--- src/rtl/alu_sequencer_pkg.sv ---
// ============================================================================
// Module   : alu_sequencer_pkg
// Purpose  : Shared constants, instruction layout and state codes for the
//            ALU sequencer.
// Revision : 1.0 - initial release
// ============================================================================
`default_nettype none

package alu_sequencer_pkg;

    localparam int INSTR_W = 12;

    // Sequencer states
    localparam logic [1:0] ST_IDLE = 2'd0;
    localparam logic [1:0] ST_EXEC = 2'd1;
    localparam logic [1:0] ST_WB   = 2'd2;

    // Instruction field positions
    localparam int FS_LSB  = 9;
    localparam int IMM_BIT = 8;
    localparam int RD_LSB  = 6;
    localparam int RA_LSB  = 4;
    localparam int RB_LSB  = 2;

    // ALU function codes
    localparam logic [2:0] FS_ADD = 3'b000;
    localparam logic [2:0] FS_SUB = 3'b001;

    // Bit positions inside the {C,V,N,Z} status vector
    localparam int FLAG_C = 3;
    localparam int FLAG_V = 2;
    localparam int FLAG_N = 1;
    localparam int FLAG_Z = 0;

    typedef struct packed {
        logic [2:0] fs;
        logic       imm;
        logic [1:0] rd;
        logic [1:0] ra;
        logic [1:0] rb;
        logic [1:0] lo;
    } instr_t;

    // The 4-bit immediate overlays the rb field and the two unused low bits
    function automatic logic [3:0] imm_val(input instr_t ins);
        return {ins.rb, ins.lo};
    endfunction

endpackage

`default_nettype wire

--- src/rtl/alu_sequencer_if.sv ---
// ============================================================================
// Module   : alu_sequencer_if
// Purpose  : Instruction handshake and ALU operand/result bus.
// Revision : 1.0 - initial release
// ============================================================================
`default_nettype none

interface alu_sequencer_if #(
    parameter int DATA_W = 4
);
    logic              instr_valid;
    logic              instr_ready;
    logic [11:0]       instr;
    logic [DATA_W-1:0] alu_a;
    logic [DATA_W-1:0] alu_b;
    logic [2:0]        alu_fs;
    logic [DATA_W-1:0] alu_y;
    logic              alu_c;
    logic              alu_v;
    logic              alu_n;
    logic              alu_z;

    modport slave (
        input  instr_valid, instr, alu_y, alu_c, alu_v, alu_n, alu_z,
        output instr_ready, alu_a, alu_b, alu_fs
    );

    modport master (
        output instr_valid, instr, alu_y, alu_c, alu_v, alu_n, alu_z,
        input  instr_ready, alu_a, alu_b, alu_fs
    );
endinterface

`default_nettype wire

--- src/rtl/alu_sequencer_seq_regfile.sv ---
// ============================================================================
// Module   : seq_regfile
// Purpose  : Register file with one synchronous write port and three
//            combinational read ports (two operands plus debug).
// Revision : 1.0 - initial release
// ============================================================================
`default_nettype none

module seq_regfile #(
    parameter int DATA_W   = 4,
    parameter int NUM_REGS = 4,
    parameter int IDX_W    = $clog2(NUM_REGS)
) (
    input  wire logic              clk,
    input  wire logic              rst_n,
    input  wire logic              we_i,
    input  wire logic [IDX_W-1:0]  waddr_i,
    input  wire logic [DATA_W-1:0] wdata_i,
    input  wire logic [IDX_W-1:0]  ra_i,
    input  wire logic [IDX_W-1:0]  rb_i,
    input  wire logic [IDX_W-1:0]  dbg_i,
    output logic      [DATA_W-1:0] ra_data_o,
    output logic      [DATA_W-1:0] rb_data_o,
    output logic      [DATA_W-1:0] dbg_data_o
);
    logic [DATA_W-1:0] mem_q [NUM_REGS];

    always_ff @(posedge clk) begin
        if (!rst_n) begin
            for (int i = 0; i < NUM_REGS; i++) begin
                mem_q[i] <= '0;
            end
        end else if (we_i) begin
            mem_q[waddr_i] <= wdata_i;
        end
    end

    assign ra_data_o  = mem_q[ra_i];
    assign rb_data_o  = mem_q[rb_i];
    assign dbg_data_o = mem_q[dbg_i];

endmodule

`default_nettype wire

--- src/rtl/alu_sequencer.sv ---
// ============================================================================
// Module   : alu_sequencer
// Purpose  : Issues instructions to a 4-bit combinational ALU and retires the
//            result and flags into a register file and status register.
// Revision : 1.0 - initial release
// ============================================================================
`default_nettype none

module alu_sequencer
    import alu_sequencer_pkg::*;
#(
    parameter int DATA_W   = 4,
    parameter int NUM_REGS = 4,
    parameter int CNT_W    = 8
) (
    input  wire logic                        clk,
    input  wire logic                        rst_n,
    alu_sequencer_if.slave                   bus,
    input  wire logic [$clog2(NUM_REGS)-1:0] rd_sel_i,
    output logic      [DATA_W-1:0]           rd_data_o,
    output logic      [3:0]                  flags_o,
    output logic                             busy_o,
    output logic                             done_o,
    output logic      [CNT_W-1:0]            op_count_o
);
    localparam int IDX_W = $clog2(NUM_REGS);

    logic [1:0]        state_q, state_d;
    logic [DATA_W-1:0] alu_a_q, alu_a_d, alu_b_q, alu_b_d;
    logic [2:0]        alu_fs_q, alu_fs_d;
    logic [IDX_W-1:0]  rd_q, rd_d;
    logic              is_imm_q, is_imm_d;
    logic [DATA_W-1:0] wdata_q, wdata_d;
    logic [3:0]        hold_flags_q, hold_flags_d;
    logic [3:0]        flags_q, flags_d;
    logic [CNT_W-1:0]  cnt_q, cnt_d;
    logic              done_q, done_d;

    instr_t            w_instr;
    logic [DATA_W-1:0] w_ra_data, w_rb_data;
    logic              w_we;

    assign w_instr = instr_t'(bus.instr);
    assign w_we    = (state_q == ST_WB);

    seq_regfile #(
        .DATA_W   (DATA_W),
        .NUM_REGS (NUM_REGS),
        .IDX_W    (IDX_W)
    ) u_regfile (
        .clk        (clk),
        .rst_n      (rst_n),
        .we_i       (w_we),
        .waddr_i    (rd_q),
        .wdata_i    (wdata_q),
        .ra_i       (IDX_W'(w_instr.ra)),
        .rb_i       (IDX_W'(w_instr.rb)),
        .dbg_i      (rd_sel_i),
        .ra_data_o  (w_ra_data),
        .rb_data_o  (w_rb_data),
        .dbg_data_o (rd_data_o)
    );

    always_comb begin
        state_d      = state_q;
        alu_a_d      = alu_a_q;
        alu_b_d      = alu_b_q;
        alu_fs_d     = alu_fs_q;
        rd_d         = rd_q;
        is_imm_d     = is_imm_q;
        wdata_d      = wdata_q;
        hold_flags_d = hold_flags_q;
        flags_d      = flags_q;
        cnt_d        = cnt_q;
        done_d       = 1'b0;

        case (state_q)
            ST_IDLE: begin
                if (bus.instr_valid) begin
                    rd_d     = IDX_W'(w_instr.rd);
                    is_imm_d = w_instr.imm;
                    if (w_instr.imm) begin
                        // Immediates skip the ALU and leave its inputs untouched
                        wdata_d = DATA_W'(imm_val(w_instr));
                        state_d = ST_WB;
                    end else begin
                        alu_a_d  = w_ra_data;
                        alu_b_d  = w_rb_data;
                        alu_fs_d = w_instr.fs;
                        state_d  = ST_EXEC;
                    end
                end
            end
            ST_EXEC: begin
                wdata_d              = bus.alu_y;
                hold_flags_d[FLAG_C] = bus.alu_c;
                hold_flags_d[FLAG_V] = bus.alu_v;
                hold_flags_d[FLAG_N] = bus.alu_n;
                hold_flags_d[FLAG_Z] = bus.alu_z;
                state_d              = ST_WB;
            end
            ST_WB: begin
                if (!is_imm_q) begin
                    flags_d = hold_flags_q;
                end
                cnt_d   = cnt_q + CNT_W'(1);
                done_d  = 1'b1;
                state_d = ST_IDLE;
            end
            default: state_d = ST_IDLE;
        endcase
    end

    always_ff @(posedge clk) begin
        if (!rst_n) begin
            state_q      <= ST_IDLE;
            alu_a_q      <= '0;
            alu_b_q      <= '0;
            alu_fs_q     <= '0;
            rd_q         <= '0;
            is_imm_q     <= 1'b0;
            wdata_q      <= '0;
            hold_flags_q <= '0;
            flags_q      <= '0;
            cnt_q        <= '0;
            done_q       <= 1'b0;
        end else begin
            state_q      <= state_d;
            alu_a_q      <= alu_a_d;
            alu_b_q      <= alu_b_d;
            alu_fs_q     <= alu_fs_d;
            rd_q         <= rd_d;
            is_imm_q     <= is_imm_d;
            wdata_q      <= wdata_d;
            hold_flags_q <= hold_flags_d;
            flags_q      <= flags_d;
            cnt_q        <= cnt_d;
            done_q       <= done_d;
        end
    end

    assign bus.instr_ready = (state_q == ST_IDLE);
    assign bus.alu_a       = alu_a_q;
    assign bus.alu_b       = alu_b_q;
    assign bus.alu_fs      = alu_fs_q;
    assign busy_o          = (state_q != ST_IDLE);
    assign done_o          = done_q;
    assign flags_o         = flags_q;
    assign op_count_o      = cnt_q;

endmodule

`default_nettype wire

--- src/flat_wrapper.sv ---
// flat-port wrapper written by rule: the top's interface ports become plain ports
module alu_sequencer_flat import alu_sequencer_pkg::*;
#(
    parameter int DATA_W   = 4,
    parameter int NUM_REGS = 4,
    parameter int CNT_W    = 8
)
  (clk, rst_n, rd_sel_i, rd_data_o, flags_o, busy_o, done_o, op_count_o, bus_instr_valid, bus_instr, bus_alu_y, bus_alu_c, bus_alu_v, bus_alu_n, bus_alu_z, bus_instr_ready, bus_alu_a, bus_alu_b, bus_alu_fs);
  alu_sequencer_if #(.DATA_W(DATA_W)) bus_i ();
  input  wire logic clk;
  input  wire logic rst_n;
  input  wire logic [$clog2(NUM_REGS)-1:0] rd_sel_i;
  output logic      [DATA_W-1:0] rd_data_o;
  output logic      [3:0] flags_o;
  output logic busy_o;
  output logic done_o;
  output logic      [CNT_W-1:0] op_count_o;
  input wire logic [$bits(bus_i.instr_valid)-1:0] bus_instr_valid;
  input wire logic [$bits(bus_i.instr)-1:0] bus_instr;
  input wire logic [$bits(bus_i.alu_y)-1:0] bus_alu_y;
  input wire logic [$bits(bus_i.alu_c)-1:0] bus_alu_c;
  input wire logic [$bits(bus_i.alu_v)-1:0] bus_alu_v;
  input wire logic [$bits(bus_i.alu_n)-1:0] bus_alu_n;
  input wire logic [$bits(bus_i.alu_z)-1:0] bus_alu_z;
  output wire logic [$bits(bus_i.instr_ready)-1:0] bus_instr_ready;
  output wire logic [$bits(bus_i.alu_a)-1:0] bus_alu_a;
  output wire logic [$bits(bus_i.alu_b)-1:0] bus_alu_b;
  output wire logic [$bits(bus_i.alu_fs)-1:0] bus_alu_fs;
  assign bus_i.instr_valid = bus_instr_valid;
  assign bus_i.instr = bus_instr;
  assign bus_i.alu_y = bus_alu_y;
  assign bus_i.alu_c = bus_alu_c;
  assign bus_i.alu_v = bus_alu_v;
  assign bus_i.alu_n = bus_alu_n;
  assign bus_i.alu_z = bus_alu_z;
  assign bus_instr_ready = bus_i.instr_ready;
  assign bus_alu_a = bus_i.alu_a;
  assign bus_alu_b = bus_i.alu_b;
  assign bus_alu_fs = bus_i.alu_fs;
  alu_sequencer #(.DATA_W(DATA_W), .NUM_REGS(NUM_REGS), .CNT_W(CNT_W)) u_core (.clk(clk), .rst_n(rst_n), .bus(bus_i), .rd_sel_i(rd_sel_i), .rd_data_o(rd_data_o), .flags_o(flags_o), .busy_o(busy_o), .done_o(done_o), .op_count_o(op_count_o));
endmodule
--- config.mk ---
export PLATFORM = sky130hd
export DESIGN_NAME = alu_sequencer_flat
export DESIGN_NICKNAME = d
export VERILOG_FILES = /design/src/rtl/alu_sequencer_pkg.sv /design/src/rtl/alu_sequencer_if.sv /design/src/rtl/alu_sequencer_seq_regfile.sv /design/src/rtl/alu_sequencer.sv /design/src/flat_wrapper.sv
export SDC_FILE = /design/constraint.sdc
export NUM_CORES = 1
export LEC_CHECK = 0
export ABC_AREA = 1
export BUFFER_PORTS_ARGS = -buffer_cell sky130_fd_sc_hd__buf_2
export CAP_MARGIN = 10
export CORE_UTILIZATION = 54
export CTS_CLUSTER_DIAMETER = 120
export DETAILED_ROUTE_END_ITERATION = 7
export PLACE_DENSITY = 0.85
export SLEW_MARGIN = 5
export SYNTH_ARGS = -nofsm -noshare
export SYNTH_HDL_FRONTEND = slang
export SYNTH_HIERARCHICAL = 1
export SYNTH_SLANG_ARGS = --single-unit
--- constraint.sdc ---
create_clock -name clk -period 1.8 [get_ports clk]
set_input_delay 0.27 -clock clk [delete_from_list [all_inputs] [get_ports clk]]
set_output_delay 0.27 -clock clk [all_outputs]
set_load 0.02 [all_outputs]
==> flow_summary.yaml <==
routing:
  drt-total-wl_um: 5190
  vias: 2325
  drt_iter0_drc: 152
  drtAntennaViolNets: 0
  drc: 0
  drt_first_pass_iters: 4
  via_per_inst: 5.08
  wl_per_cell_um: 11.3
place:
  place_congestion: 0.839
  io_buffers: 54
  hpwlAfterDp_um: 3810
grt:
  track_usage_pct: 22.6
  grt_pass1_wl_um: 8690
  grt_use_met2_pct: 39.2
  first_global_vias: 2134
  grt-ovfl-total: 0
  top_usage_layer: "met2"
  antenna_found_initial: 0
  grtUsageMet3_pct: 5.19
  met1_usage_pct: 25.7
  grt_max_degree: 19
logic_synthesis:
  synth_edf_count: 16
  syn_nets: 373
  synth.distinct_cells: 23
  synthArstFlopShare_pct: 0
  ys_warn_count: 6
  synth_cells: 347
  synth_seq_area_share_pct: 49.1
  synth-main-ff-cell: "dfxtp_1"
  synth_area_per_cell_um2: 7.16
  synth_seq_cells: 53
  syn_area_um2: 2490
cts:
  clock_latency_ns: 0.31
  clk_pin_slew_ns: 0.10
  clk_root_buffer_cell: "clkbuf_8"
  cts.sinks: 53
  clk_path_buf_depth: 2
  cts-resized-gates: 0
  cts_tree: "yes"
  cts_max_level: 2
  cts_setup_buffers: 0
  cts_buffers: 5
  cts_hold_buf: 0
job:
  cap_violations: 0
die:
  die-area_um2: 4880
  num_rows: 24
  core-area_um2: 4380
  die_w_um: 69.9
  initial_utilization_pct: 56.7
  io_pins: 55
  die_h_um: 69.9
setup_path:
  r2r_setup_slack_ns: 0.32
  r2r_start: "u_core/state_q[1]$_SDFFE_PN0P_"
  path_max_fanout: 3
  ff2ff_path_depth: 4
  startpoint: "u_core/u_regfile/mem_q[3][3]$_DFFE_PP_"
  r2r-end: "u_core/u_regfile/mem_q[2][0]$_SDFFCE_PN0P_"
  endpoint_kind: "output port"
  required_ns: 1.53
  arrival_ns: 1.23
  criticalPathCategory: "reg -> out"
  cp-start-kind: "flop"
final_layout:
  layout_common_cells: "nand2_1 (128), buf_2 (54), nor2_1 (48)"
  n_fill_cell: 371
  area_growth_pct: 16.9
  multiInputGateArea_um2: 1080
  layout_commonest_cell: "nand2_1"
  fin_nets: 431
  seqCellArea_um2: 1220
  layout-drive-gt1-share_pct: 21.2
  antennaDiodeCount: 0
  utilization_pct: 66.3
power_and_ir_drop:
  pwr-share-comb_pct: 14.3
  p_sw_mw: 0.663
  seqPwrFrac_pct: 56.1
  swShare_pct: 28.3
  vdd_drop_max_mv: 0.491
  p_int_mw: 1.68
  p_clk_share_pct: 29.6
  power_density_nw_per_um2: 805
  power_leakage_nw: 1.50
worst_hold_path:
  hp-start: "bus_instr[9]"
  holdPathStages: 3
  hold_class: "in -> reg"
  holdPathEnd: "u_core/bus.alu_fs[0]$_SDFFE_PN0P_"
timing:
  finalCriticalPeriod_ns: 1.50
  worst_pin_slew_ns: 0.374
  setup_tns_ns: 0
  slew_headroom_pct: 75.0
  fin_skew_ns: 0.0114
  drv_slew: 0
  final-setup-viol-count: 0
  finalHoldViolations: 0
  rsz0062_at_grt: "no"
  period_share_pct: 83.6
  holdWs_ns: 0.152
  fmax_mhz: 665
run_status:
  status: "completed"
[flip-flops by register name, indices dropped and copies added, names as in the netlist]
register / cells
u_core/u_regfile/mem_q: 16
u_core/op_count_o: 8
u_core/bus.alu_a: 4
u_core/bus.alu_b: 4
u_core/flags_o: 4
u_core/hold_flags_q: 4
u_core/wdata_q: 4
u_core/bus.alu_fs: 3
u_core/rd_q: 2
u_core/state_q: 2
u_core/done_o: 1
u_core/is_imm_q: 1
[stage by stage]
step	cell area, um2	cells	total power, mW	setup WS, ns
finish	2910	458	2.34	0.295
floorplan	2490	347	1.56	0.247
CTS	2910	458	2.36	0.280
global placement	2810	450	1.66	0.376
detailed placement	2810	450	1.67	0.327
global route	2910	458	2.45	0.213
[worst max-delay path: stages (launching register included)]
cell	delay (ns)
edfxtp_1	0.44
inv_1	0.14
nand2_1	0.06
nand3_1	0.08
nand2_1	0.05
buf_2	0.15
[routing by layer]
metal / share of wire [%] / vias to the layer above
met5: 0 / -
met4: 2.9 / 0
met3: 4.9 / 12
met2: 47 / 74
met1: 45 / 1040
li1: - / 1199
[synthesized netlist by cell type, types with 2 or more instances]
master,n,area (um2)
a21oi_1,9,45.0
buf_2,4,20.0
buf_4,2,15.0
dfxtp_1,37,741
edfxtp_1,16,480
inv_1,27,101
inv_2,12,45.0
nand2_1,128,480
nand2_4,3,33.8
nand3_1,35,175
nor2_1,48,180
nor3_1,4,20.0
o21ai_0,12,60.1
[logic make-up (layout without fill, tap and decap cells)]
logic type      Yosys count  in the layout  synth area share, %
buf+inv                  46            105                 7.45
flops                    53             53                 49.1
compound gates           24             24                 4.98
fa+ha+maj                 1              1                0.503
simple gates            223            223                 37.9
[final cells by class]
type | count | share of cell area, %
multi-input combinational | 248 | 37.2
clock inverter | 3 | 0.861
inverter | 39 | 5.04
sequential | 53 | 42.0
clock buffer | 5 | 2.37
timing repair buffer | 58 | 10.3
tap | 52 | 2.24
[power groups by stage]
| stage | clock, mW | combinational, mW | sequential (mW) |
|---|---|---|---|
| 4_1_cts | 0.716 | 0.333 | 1.31 |
| 3_5_place_dp | 0 | 0.331 | 1.34 |
| 3_3_place_gp | 0 | 0.324 | 1.34 |
| 6_report | 0.692 | 0.335 | 1.31 |
| 2_1_floorplan | 0 | 0.208 | 1.36 |
| 5_1_grt | 0.753 | 0.376 | 1.32 |
[worst max path at each step]
stage | end | slack, ns | depth (start not counted)
2_1_floorplan | u_core/u_regfile/mem_q[2][0]$_SDFFCE_PN0P_ | 0.25 | 4
3_3_place_gp | u_core/u_regfile/mem_q[2][2]$_SDFFCE_PN0P_ | 0.38 | 4
3_5_place_dp | u_core/u_regfile/mem_q[2][2]$_SDFFCE_PN0P_ | 0.33 | 4
4_1_cts | rd_data_o[3] | 0.28 | 5
5_1_grt | u_core/u_regfile/mem_q[2][2]$_SDFFCE_PN0P_ | 0.21 | 4
6_report | rd_data_o[3] | 0.30 | 5
No activity file was read; power rests on OpenSTA's default activity.
